## config.mk

```make
export PLATFORM = sky130hd
export DESIGN_NAME = sc_stream_to_binary
export DESIGN_NICKNAME = d
export VERILOG_FILES = /design/src/rtl/sc_pkg.sv /design/src/rtl/sc_ones_counter.sv /design/src/rtl/sc_stream_to_binary.sv
export SDC_FILE = /design/constraint.sdc
export NUM_CORES = 1
export LEC_CHECK = 0
export CAP_MARGIN = 20
export CORE_ASPECT_RATIO = 1.25
export CORE_MARGIN = 5
export CORE_UTILIZATION = 52
export DETAILED_ROUTE_END_ITERATION = 10
export PLACE_DENSITY = 0.78
export SLEW_MARGIN = 20
export SYNTH_ARGS = -nofsm -noshare
export SYNTH_HDL_FRONTEND = slang
export SYNTH_SLANG_ARGS = --single-unit
```

## constraint.sdc

```tcl
create_clock -name clk -period 2.3 [get_ports clk]
set_input_delay 0.46 -clock clk [delete_from_list [all_inputs] [get_ports clk]]
set_output_delay 0.46 -clock clk [all_outputs]
set_load 0.1 [all_outputs]
```

## src/rtl/sc_pkg.sv

```systemverilog
// Shared constants for the stochastic-computing datapath: default count width
// and the stream-to-binary FSM state encoding.
package sc_pkg;

  localparam int SC_COUNT_WIDTH = 8;

  localparam logic [1:0] SC_S2B_IDLE  = 2'd0;
  localparam logic [1:0] SC_S2B_ACCUM = 2'd1;
  localparam logic [1:0] SC_S2B_DONE  = 2'd2;

  typedef enum logic [1:0] {
    S2B_IDLE  = SC_S2B_IDLE,
    S2B_ACCUM = SC_S2B_ACCUM,
    S2B_DONE  = SC_S2B_DONE
  } s2b_state_t;

endpackage

```

## src/rtl/sc_ones_counter.sv

```systemverilog
// Counts one-bits of a stream: increments when enable and in are both high.
// Synchronous clear; reset and clear both return the count to zero.
module sc_ones_counter #(
  parameter int COUNT_WIDTH = sc_pkg::SC_COUNT_WIDTH
) (
  input  logic                   clk,
  input  logic                   rst,
  input  logic                   clear,
  input  logic                   enable,
  input  logic                   in,
  output logic [COUNT_WIDTH-1:0] value
);

  always_ff @(posedge clk) begin
    if (rst || clear) begin
      value <= '0;
    end else if (enable && in) begin
      value <= value + COUNT_WIDTH'(1);
    end
  end

endmodule

```

## src/rtl/sc_stream_to_binary.sv

```systemverilog
// Converts a unipolar stochastic bitstream to binary by counting ones over a
// window of len valid bits; count is presented with a one-cycle done pulse.
module sc_stream_to_binary
  import sc_pkg::*;
#(
  parameter int COUNT_WIDTH = SC_COUNT_WIDTH
) (
  input  logic                   clk,
  input  logic                   rst,
  input  logic                   start,
  input  logic [COUNT_WIDTH-1:0] len,
  input  logic                   in,
  input  logic                   in_valid,
  output logic                   busy,
  output logic                   done,
  output logic [COUNT_WIDTH-1:0] count
);

  s2b_state_t             state_q, state_d;
  logic [COUNT_WIDTH-1:0] remaining_q;
  logic [COUNT_WIDTH-1:0] acc_value;
  logic                   acc_clear;
  logic                   acc_en;
  logic                   last_bit;

  // The window ends on the edge that samples the final valid bit.
  assign last_bit = (state_q == S2B_ACCUM) && in_valid && (remaining_q == COUNT_WIDTH'(1));

  sc_ones_counter #(.COUNT_WIDTH(COUNT_WIDTH)) u_acc (
    .clk    (clk),
    .rst    (rst),
    .clear  (acc_clear),
    .enable (acc_en),
    .in     (in),
    .value  (acc_value)
  );

  always_comb begin
    state_d   = state_q;
    acc_clear = 1'b0;
    acc_en    = 1'b0;
    busy      = 1'b0;
    done      = 1'b0;
    case (state_q)
      S2B_IDLE: begin
        if (start) begin
          acc_clear = 1'b1;
          state_d   = (len == '0) ? S2B_DONE : S2B_ACCUM;
        end
      end
      S2B_ACCUM: begin
        busy   = 1'b1;
        acc_en = in_valid;
        if (last_bit) state_d = S2B_DONE;
      end
      S2B_DONE: begin
        busy    = 1'b1;
        done    = 1'b1;
        state_d = S2B_IDLE;
      end
      default: state_d = S2B_IDLE;
    endcase
  end

  always_ff @(posedge clk) begin
    if (rst) begin
      state_q     <= S2B_IDLE;
      remaining_q <= '0;
      count       <= '0;
    end else begin
      state_q <= state_d;
      if (state_q == S2B_IDLE && start) begin
        remaining_q <= len;
        if (len == '0) count <= '0;
      end else if (state_q == S2B_ACCUM && in_valid) begin
        remaining_q <= remaining_q - COUNT_WIDTH'(1);
        // acc has not yet absorbed the final bit, so add it here.
        if (last_bit) count <= acc_value + COUNT_WIDTH'(in);
      end
    end
  end

endmodule

```

# [Yosys cells after proc, flatten, opt, wreduce, memory -nomap -nowiden]
# Cells that the tools add are included.
[op_classes] n_eq_ne=6 add_sub_neg=3 muxes=15 reduce_logical=12
[op_table] cell="2-to-1 mux 8 bit" count=6
[op_table] cell="adder 8 x 1 -> 8 bit" count=1
[op_table] cell="adder 8 x 1 -> 8 bit, second input constant" count=1
[op_table] cell="== test 8 x 1 -> 1 bit, second input constant" count=1
[op_table] cell="logical NOT 8 bit" count=1
[op_table] cell="subtractor 8 x 1 -> 8 bit, second input constant" count=1
[op_table] cell="2-to-1 mux 2 bit" count=3
[op_table] cell="2-to-1 mux 1 bit" count=5
[op_table] cell="logical AND 1 bit" count=4
[op_table] cell="inequality test 2 bit, second input constant" count=2
[op_table] cell="case mux 2 bit (2 select lines)" count=1
[op_table] cell="nonzero test 2 bit" count=2
[op_table] cell="AND reduction 3 bit" count=1
[op_table] cell="== test 2 x 1 -> 1 bit, second input constant" count=1
[op_table] cell="== test 2 bit, second input constant" count=1
[op_table] cell="logical NOT 2 bit" count=1
[op_table] cell="inequality test 2 x 1 -> 1 bit, second input constant" count=1
[op_table] cell="AND reduction 2 bit" count=1
[op_table] cell="OR reduction 2 bit" count=1
[op_table] cell="logical OR 1 bit" count=1
[totals] inputBits=13 word_cells=40 ff_bits=26 output_inout_bits=10

# [Depth between registers and ports, before layout]
# Gate-level depths: netlist (run 1).
[logic_depth] depth_word=6 depth_mapped=7 ltp_nobuf=6

# [Hierarchy]
# From an unflattened synthesis (run 1), not the netlist that was laid out.
[hier_totals] cells_unflattened=150 area_unflattened_um2=1328.8
[modules_own_cells] module="sc_stream_to_binary" cells_each=109 seq_area_each_um2=360.3 area_each_um2=975.9 instances=1
[modules_own_cells] module="sc_ones_counter" cells_each=41 seq_area_each_um2=160.2 area_each_um2=352.8 instances=1

# [Worst setup path after synthesis (run 1)]
# No wires, ideal clock.
[synth_path] path_type="in2reg" startpoint="in len[4]" endpoint="reg count[0]" arrival_time_ps=1748 path_stages=4 required_ps=2182 slack_ps=435 n_path_buf=0 setup_ps=118 path_cell_list="or4_4 or3_1 o211a_2 a22o_1"
[synth_via] elab_chain_len=3
[synth_lines] item="start: declaration" line_no="sc_stream_to_binary.sv:11" rtl="input logic [COUNT_WIDTH-1:0] len,"
[synth_lines] item="logical NOT 8 bit" line_no="sc_stream_to_binary.sv:74" rtl="if (len == '0) count <= '0;"
[synth_lines] item="inequality test 2 x 1 -> 1 bit (no line)"
[synth_lines] item="AND reduction 3 bit (no line)"
[synth_lines] item="end signal: assignment" line_no="sc_stream_to_binary.sv:78" rtl="if (last_bit) count <= acc_value + COUNT_WIDTH'(in);"
[synth_lines] item="end: declaration" line_no="sc_stream_to_binary.sv:16" rtl="output logic [COUNT_WIDTH-1:0] count"
# No other way between the ends.
# A chain may end at the register's enable or synchronous reset.

# [Final worst setup path (run 1)]
[layout_path] startpoint="in len[4]" endpoint="reg count[1]"
# Same word-level chain as after synthesis.

==> results.md, run 1 <==
* Status: finished clean
* Seq/Total Area, Yosys at 38.4%
* Post-CTS resize count at 0
* Global route overflow at 0
* Clock Skew at 0.00206 ns
* Dpl cells at 204
* # rows at 20
* Final Wtd Congestion at 0.750
* P_leak at 0.602 nW
* Max Slew Vio Count at 0
* DPL Wire Length at 2370 um
* Initial antenna violation count at 0
* R2R Setup Slk at 0.50 ns
* Register cell area after layout at 520 um^2
* Sw Ratio at 34.8%
* Clock Power Share at 19.1%
* Clock tree sinks at 26
* Vias per Instance at 5.69
* Post-route setup slack at 0.287 ns
* Crit Path Max Fanout at 8
* Setup TNS at 0 ns
* Endpoints failing hold at 0
* Worst endpoint required time at 2.53 ns
* PD cells at 619 nW/um^2
* H-Tree Depth at 1
* Fmax at 497 MHz
* Final ANT Viol Nets at 0
* Worst Hold Path Cells at 1
* CTS tree: yes
* Layout Nets at 197
* Final core occ at 65.2%
* End of the worst register-to-register path: count[1]$_SDFFE_PP0P_
* Fin Hold WS at 0.479 ns
* Post-Place Cell Area at 1590 um^2
* Setup bufs post-CTS at 0
* Predominant post-synthesis flop cell: dfxtp_1
* Syn-to-layout area delta at 19.2%
* Chip height at 67.1 um
* Multi-input gate area at 768 um^2
* Overall routed net length at 2980 um
* Number of fill cells at 210
* Fin cells at 207
* Clk pin slew, worst setup/hold paths at 0.13 ns
* Avg Inst Size Synth at 9.16 um^2
* Post-Syn Area at 1360 um^2
* Net switching power at 348 uW
* Syn nets at 169
* Gr usage total at 17.5%
* Max-cap violations at 0
* Overall Power at 1000 uW
* Total number of vias at 1178
* Total CTS buffers at 3
* Kind of critical path: in2reg
* Hold Path End: count[5]$_SDFFE_PP0P_
* DRT Pass-1 Iters at 4
* Die area at 3730 um^2
* Count of cell types in the netlist at 38
* Post-synth EDFFs at 0
* Min cycle time layout at 2.01 ns
* CTS Buffer Depth at 2
* Initial Util at 54.7%
* CTS Root Buffer Type: clkbuf_4
* Min-Delay Path Class: reg2reg
* Vias in the first global route at 1194
* I/O Pins at 23
* Cell count after synthesis at 148
* Core Region at 2480 um^2
* Worst-skew pair later-pin latency at 0.32 ns
* Final setup vio count at 0
* Number of antenna diodes at 0
* RSZ-0062 raised after global routing: false
* Number of port buffers at 22
* Hold_buf cts at 0
* Drt initial violations at 21
* DR WL/cell at 14.4 um
* Share of cells above drive strength 1 at 15.5%
* Combinational group share of total power at 29.8%
* Worst R2R Start: state_q[1]$_SDFFE_PP0P_
* Post-synth ARST share at 0%
* Chip Width at 55.7 um
* Final Cell Area at 1620 um^2
* Synth Register Bits at 26
* Ys Warns at 0
* Int Power at 652 uW
* Global-route wire length before repair at 5200 um
* DRC Markers at 0
* Worst IR Drop VDD at 0.491 mV
* Post-Place Worst Slack at -0.0701 ns
* Seq pwr share at 51.1%
* Rel. slew slack at 74.3%
* Worst-Margin Slew at 0.382 ns
* Startpoint class of the critical path: input pin
* Arrival time worst endpoint at 2.24 ns
* Largest net degree at the start of global routing at 17
* Worst Hold Launch: count[5]$_SDFFE_PP0P_
* Fin crit share at 87.5%
* Setup crit end kind: register
* R2r worst-path depth at 6
==> metal layers <==
layer	wire length [um]	global-route usage (%)	up-vias
met2	1580	34.0	29
met1	1210	18.5	556
met4	69	8.21	0
met3	121	2.13	8
met5	0	0	-
li1	-	-	585
==> flip-flops by register name (all words and copies together) (netlist names) <==
name	cells
u_acc.value	8
state_q	2
remaining_q	8
count	8
==> layout make-up <==
class                           count  share of cell area [%]
Multi-Input combinational cell    111                    47.6
Sequential cell                    26                    32.2
Timing Repair Buffer               28                    14.9
Tap cell                           33                    2.56
Clock buffer                        3                    1.39
Inverter                            6                    1.39
==> cell usage in the layout, fill, tap and decap left out, types with 6 or more instances in the layout <==
cell type        count
clkdlybuf4s50_1     12
nand3_1              8
nand2_1              8
xor2_1               7
nor2_1              18
a21oi_1              6
inv_1                6
buf_4               16
xnor2_1              8
ha_1                 8
dfxtp_1             26
==> worst max path at each step <==
stage            from                    end  depth (start not counted)
6_report       len[4]  count[1]$_SDFFE_PP0P_                          5
5_1_grt        len[0]  count[2]$_SDFFE_PP0P_                          5
4_1_cts        len[4]  count[2]$_SDFFE_PP0P_                          5
3_5_place_dp   len[4]  count[0]$_SDFFE_PP0P_                          5
3_3_place_gp   len[4]  count[3]$_SDFFE_PP0P_                          5
2_1_floorplan  len[4]  count[0]$_SDFFE_PP0P_                          4
==> power groups by stage <==
stage	Sequential (mW)	Clock [mW]	Combinational, mW
after floorplan	0.514	0	0.224
after global placement	0.518	0	0.290
after detailed placement	0.521	0	0.297
after CTS	0.511	0.198	0.299
after global routing	0.517	0.225	0.321
final	0.511	0.191	0.298
==> logic make-up after synthesis <==
group / after synthesis / share of synthesized area (%)
flip-flops: 26 / 38.4
adder cells (fa/ha/maj): 8 / 7.39
XOR/XNOR: 15 / 9.70
AND/OR/NAND/NOR: 56 / 22.3
buffers and inverters: 11 / 4.89
AO/OA/AOI/OAI: 32 / 17.3
==> synth_stat cells (2+ instances only) <==
| library cell | count | area [um^2] |
|---|---|---|
| buf_6 | 2 | 22.5 |
| a21oi_1 | 6 | 30.0 |
| a22o_1 | 4 | 35.0 |
| nor2_1 | 18 | 67.6 |
| nand3_1 | 8 | 40.0 |
| nand2_2 | 2 | 12.5 |
| inv_1 | 6 | 22.5 |
| ha_1 | 8 | 100 |
| o2bb2ai_1 | 4 | 35.0 |
| a211oi_1 | 5 | 37.5 |
| xnor2_1 | 8 | 70.1 |
| dfxtp_1 | 26 | 521 |
| nand4_1 | 2 | 12.5 |
| nor3_1 | 3 | 15.0 |
| xor2_1 | 7 | 61.3 |
| or3_1 | 5 | 31.3 |
| o21ai_0 | 5 | 25.0 |
| nand2_1 | 8 | 30.0 |
| a311oi_1 | 2 | 17.5 |
==> worst max-delay path, cell delays in order <==
cell             delay [ns]
clkdlybuf4s50_1        0.42
or4_4                  0.54
or3_1                  0.39
o211a_2                0.19
a22o_1                 0.24
(Power assumes the default switching activity.)
==> run 2, diff against run 1 <==
--- a/config.mk
+++ b/config.mk
@@ -9,6 +9,7 @@
 export CORE_ASPECT_RATIO = 1.25
 export CORE_MARGIN = 5
 export CORE_UTILIZATION = 52
+export CTS_BUF_LIST = sky130_fd_sc_hd__clkbuf_4 sky130_fd_sc_hd__clkbuf_8 sky130_fd_sc_hd__clkbuf_16
 export DETAILED_ROUTE_END_ITERATION = 10
 export PLACE_DENSITY = 0.78
 export SLEW_MARGIN = 20
==> results of run 2 <==
No change in the layout: final DEF, timing and power equal those of run 1.
==> run 3, diff against run 2 <==
--- a/config.mk
+++ b/config.mk
@@ -8,11 +8,12 @@
 export CAP_MARGIN = 20
 export CORE_ASPECT_RATIO = 1.25
 export CORE_MARGIN = 5
-export CORE_UTILIZATION = 52
+export CORE_UTILIZATION = 51
 export CTS_BUF_LIST = sky130_fd_sc_hd__clkbuf_4 sky130_fd_sc_hd__clkbuf_8 sky130_fd_sc_hd__clkbuf_16
 export DETAILED_ROUTE_END_ITERATION = 10
-export PLACE_DENSITY = 0.78
+export PLACE_DENSITY = 0.73
 export SLEW_MARGIN = 20
 export SYNTH_ARGS = -nofsm -noshare
 export SYNTH_HDL_FRONTEND = slang
+export SYNTH_HIERARCHICAL = 1
 export SYNTH_SLANG_ARGS = --single-unit
==> results.md, run 3 <==
* Largest net degree at the start of global routing at 16
* PD cells at 657 nW/um^2
* Clock Skew at 0.00276 ns
* Final setup vio count at 0
* Worst Setup SP: start
* Xor/xnor share of the synthesized area at 9.23%
* Ys Warns at 6
* Post-Place Cell Area at 1600 um^2
* Critical path endpoint: count[1]$_SDFFE_PP0P_
* Endpoints failing hold at 0
* Cell count after synthesis at 150
* Most frequent cells in the layout: 26 x dfxtp_1, 14 x buf_4, 12 x nor2_1, 12 x clkdlybuf4s50_1, 10 x a21oi_1
* Synth Area in Adders at 7.53%
* # rows at 20
* Worst-skew pair later-pin latency at 0.31 ns
* Most common cell after layout, fill and taps aside: dfxtp_1
* Number of antenna diodes at 0
* Largest area contributor in the netlist: dfxtp_1
* DPL Wire Length at 2140 um
* Vias in the first global route at 1111
* Min-Delay Path Class: reg2reg
* Clk pin slew, worst setup/hold paths at 0.15 ns
* Drt initial violations at 16
* Simple-gate share of the synthesized area at 21.9%
* Worst-Margin Slew at 0.828 ns
* Initial Util at 53.6%
* Post-synth ARST share at 0%
* Count of cell types in the netlist at 30
* Post-synthesis mux area share at 0%
* Crit Path Max Fanout at 8
* Die area at 3730 um^2
* Post-synth EDFFs at 0
* Post-Syn Area at 1330 um^2
* Setup crit end kind: register
* Synth Register Bits at 26
* Post-CTS resize count at 0
* Global route overflow at 0
* R2r worst-path depth at 7
* Core Region at 2480 um^2
* Total CTS buffers at 3
* Largest regs: count: 8 flops, remaining_q: 8 flops, u_acc/value: 8 flops
* End of the worst register-to-register path: count[1]$_SDFFE_PP0P_
* CTS Root Buffer Type: clkbuf_4
* Worst Hold Path Cells at 1
* Status: finished clean
* Vias per Instance at 5.49
* H-Tree Depth at 1
* Worst R2R Start: state_q[0]$_SDFFE_PP0P_
* Layout Nets at 199
* Gr usage total at 14.8%
* RSZ-0062 raised after global routing: false
* Gr busiest metal: met2
* Rel. slew slack at 44.5%
* Most common cell in the netlist: dfxtp_1
* Final Cell Area at 1650 um^2
* Hold_buf cts at 0
* Register cell area after layout at 520 um^2
* Overall routed net length at 2710 um
* Final core occ at 66.7%
* CTS Buffer Depth at 2
* Number of fill cells at 221
* Total number of vias at 1153
* Commonest cells post-synth: 26 x dfxtp_1, 12 x nor2_1, 10 x a21oi_1, 9 x xnor2_1
* Syn-to-layout area delta at 24.3%
* Chip Width at 55.7 um
* GRT met3 Usage at 2.13%
* Max Slew Vio Count at 0
* Startpoint class of the critical path: input pin
* Main combinational cell family by area after synthesis: simple AND/OR/NAND/NOR gates
* Compound-Gate Fraction of Synth Area at 18.6%
* R2R Setup Slk at 0.40 ns
* Setup bufs post-CTS at 0
* Initial antenna violation count at 0
* P_leak at 0.637 nW
* Worst IR Drop VDD at 0.382 mV
* Multi-input gate area at 762 um^2
* Top cell type's share of synthesized area at 39.2%
* Dpl cells at 206
* DR WL/cell at 12.9 um
* Overall Power at 1.09 mW
* Avg Inst Size Synth at 8.86 um^2
* GR Util met2 at 27.7%
* Number of port buffers at 22
* Predominant post-synthesis flop cell: dfxtp_1
* Syn nets at 171
* I/O Pins at 23
* DRC Markers at 0
* Share of cells above drive strength 1 at 15.3%
* Seq/Total Area, Yosys at 39.2%
* Clock tree sinks at 26
* Fmax at 517 MHz
* Final ANT Viol Nets at 0
* Final Wtd Congestion at 0.797
* CTS tree: yes
* Fin crit share at 84.2%
* Global-route wire length before repair at 4510 um
* Max-cap violations at 0
* Arrival time worst endpoint at 2.21 ns
* DRT Pass-1 Iters at 4
* Kind of critical path: in2reg
* Min cycle time layout at 1.94 ns
* Setup TNS at 0 ns
* Chip height at 67.1 um
* Largest cells by area after synthesis: dfxtp_1 39%, ha_1 7.5%, xnor2_1 5.9%, a22o_1 5.3%, a211oi_1 4.5%
* Fin cells at 210
* Worst endpoint required time at 2.57 ns
* GR Util met1 at 17.1%
run 3: how the worst min path moves through the flow:
stage / endpoint / start / slack [ns]
floorplan: u_acc/value[7]$_SDFFE_PP0P_ / u_acc/value[7]$_SDFFE_PP0P_ / 0.46
detailed placement: count[7]$_SDFFE_PP0P_ / count[7]$_SDFFE_PP0P_ / 0.47
global placement: count[1]$_SDFFE_PP0P_ / count[1]$_SDFFE_PP0P_ / 0.47
finish: count[5]$_SDFFE_PP0P_ / count[5]$_SDFFE_PP0P_ / 0.50
CTS: count[7]$_SDFFE_PP0P_ / count[7]$_SDFFE_PP0P_ / 0.50
global route: count[3]$_SDFFE_PP0P_ / count[3]$_SDFFE_PP0P_ / 0.53
run 3: kinds of logic (layout without fill, tap and decap cells):
logic type      count (synthesis)  in the layout
xor+xnor                       14             14
buf+inv                        12             39
compound gates                 37             37
fa+ha+maj                       8              8
simple gates                   53             53
flops                          26             26
run 3: where the power goes:
group | leakage [nW] | internal (mW) | switching [mW]
clock | 0.0279 | 0.176 | 0.137
combinational | 0.397 | 0.117 | 0.154
sequential | 0.212 | 0.477 | 0.0244
total | 0.637 | 0.770 | 0.316
run 3: critical path, cell delays in order:
cell	delay (ns)
clkdlybuf4s50_1	0.50
nand2_1	0.08
inv_1	0.12
nor4_1	0.08
a211oi_1	0.70
a22o_1	0.26
run 3: metrics by stage:
step	hold WS, ns	setup WS [ns]
5_1_grt	0.534	0.164
4_1_cts	0.505	0.343
3_5_place_dp	0.471	0.00776
6_report	0.498	0.364
2_1_floorplan	0.464	0.566
3_3_place_gp	0.467	0.0771
run 3: metal layers:
layer  part of all wire (%)  vias up
met2                     48       19
met4                    1.3        0
met1                     47      528
met3                    4.1        4
met5                      0        -
li1                       -      602
run 3: cell type report:
type	instances	share of cell area [%]
Sequential cell	26	31.5
Multi-Input combinational cell	112	46.1
Clock inverter	1	1.82
Tap cell	33	2.50
Inverter	8	1.82
Timing Repair Buffer	27	14.8
Clock buffer	3	1.36
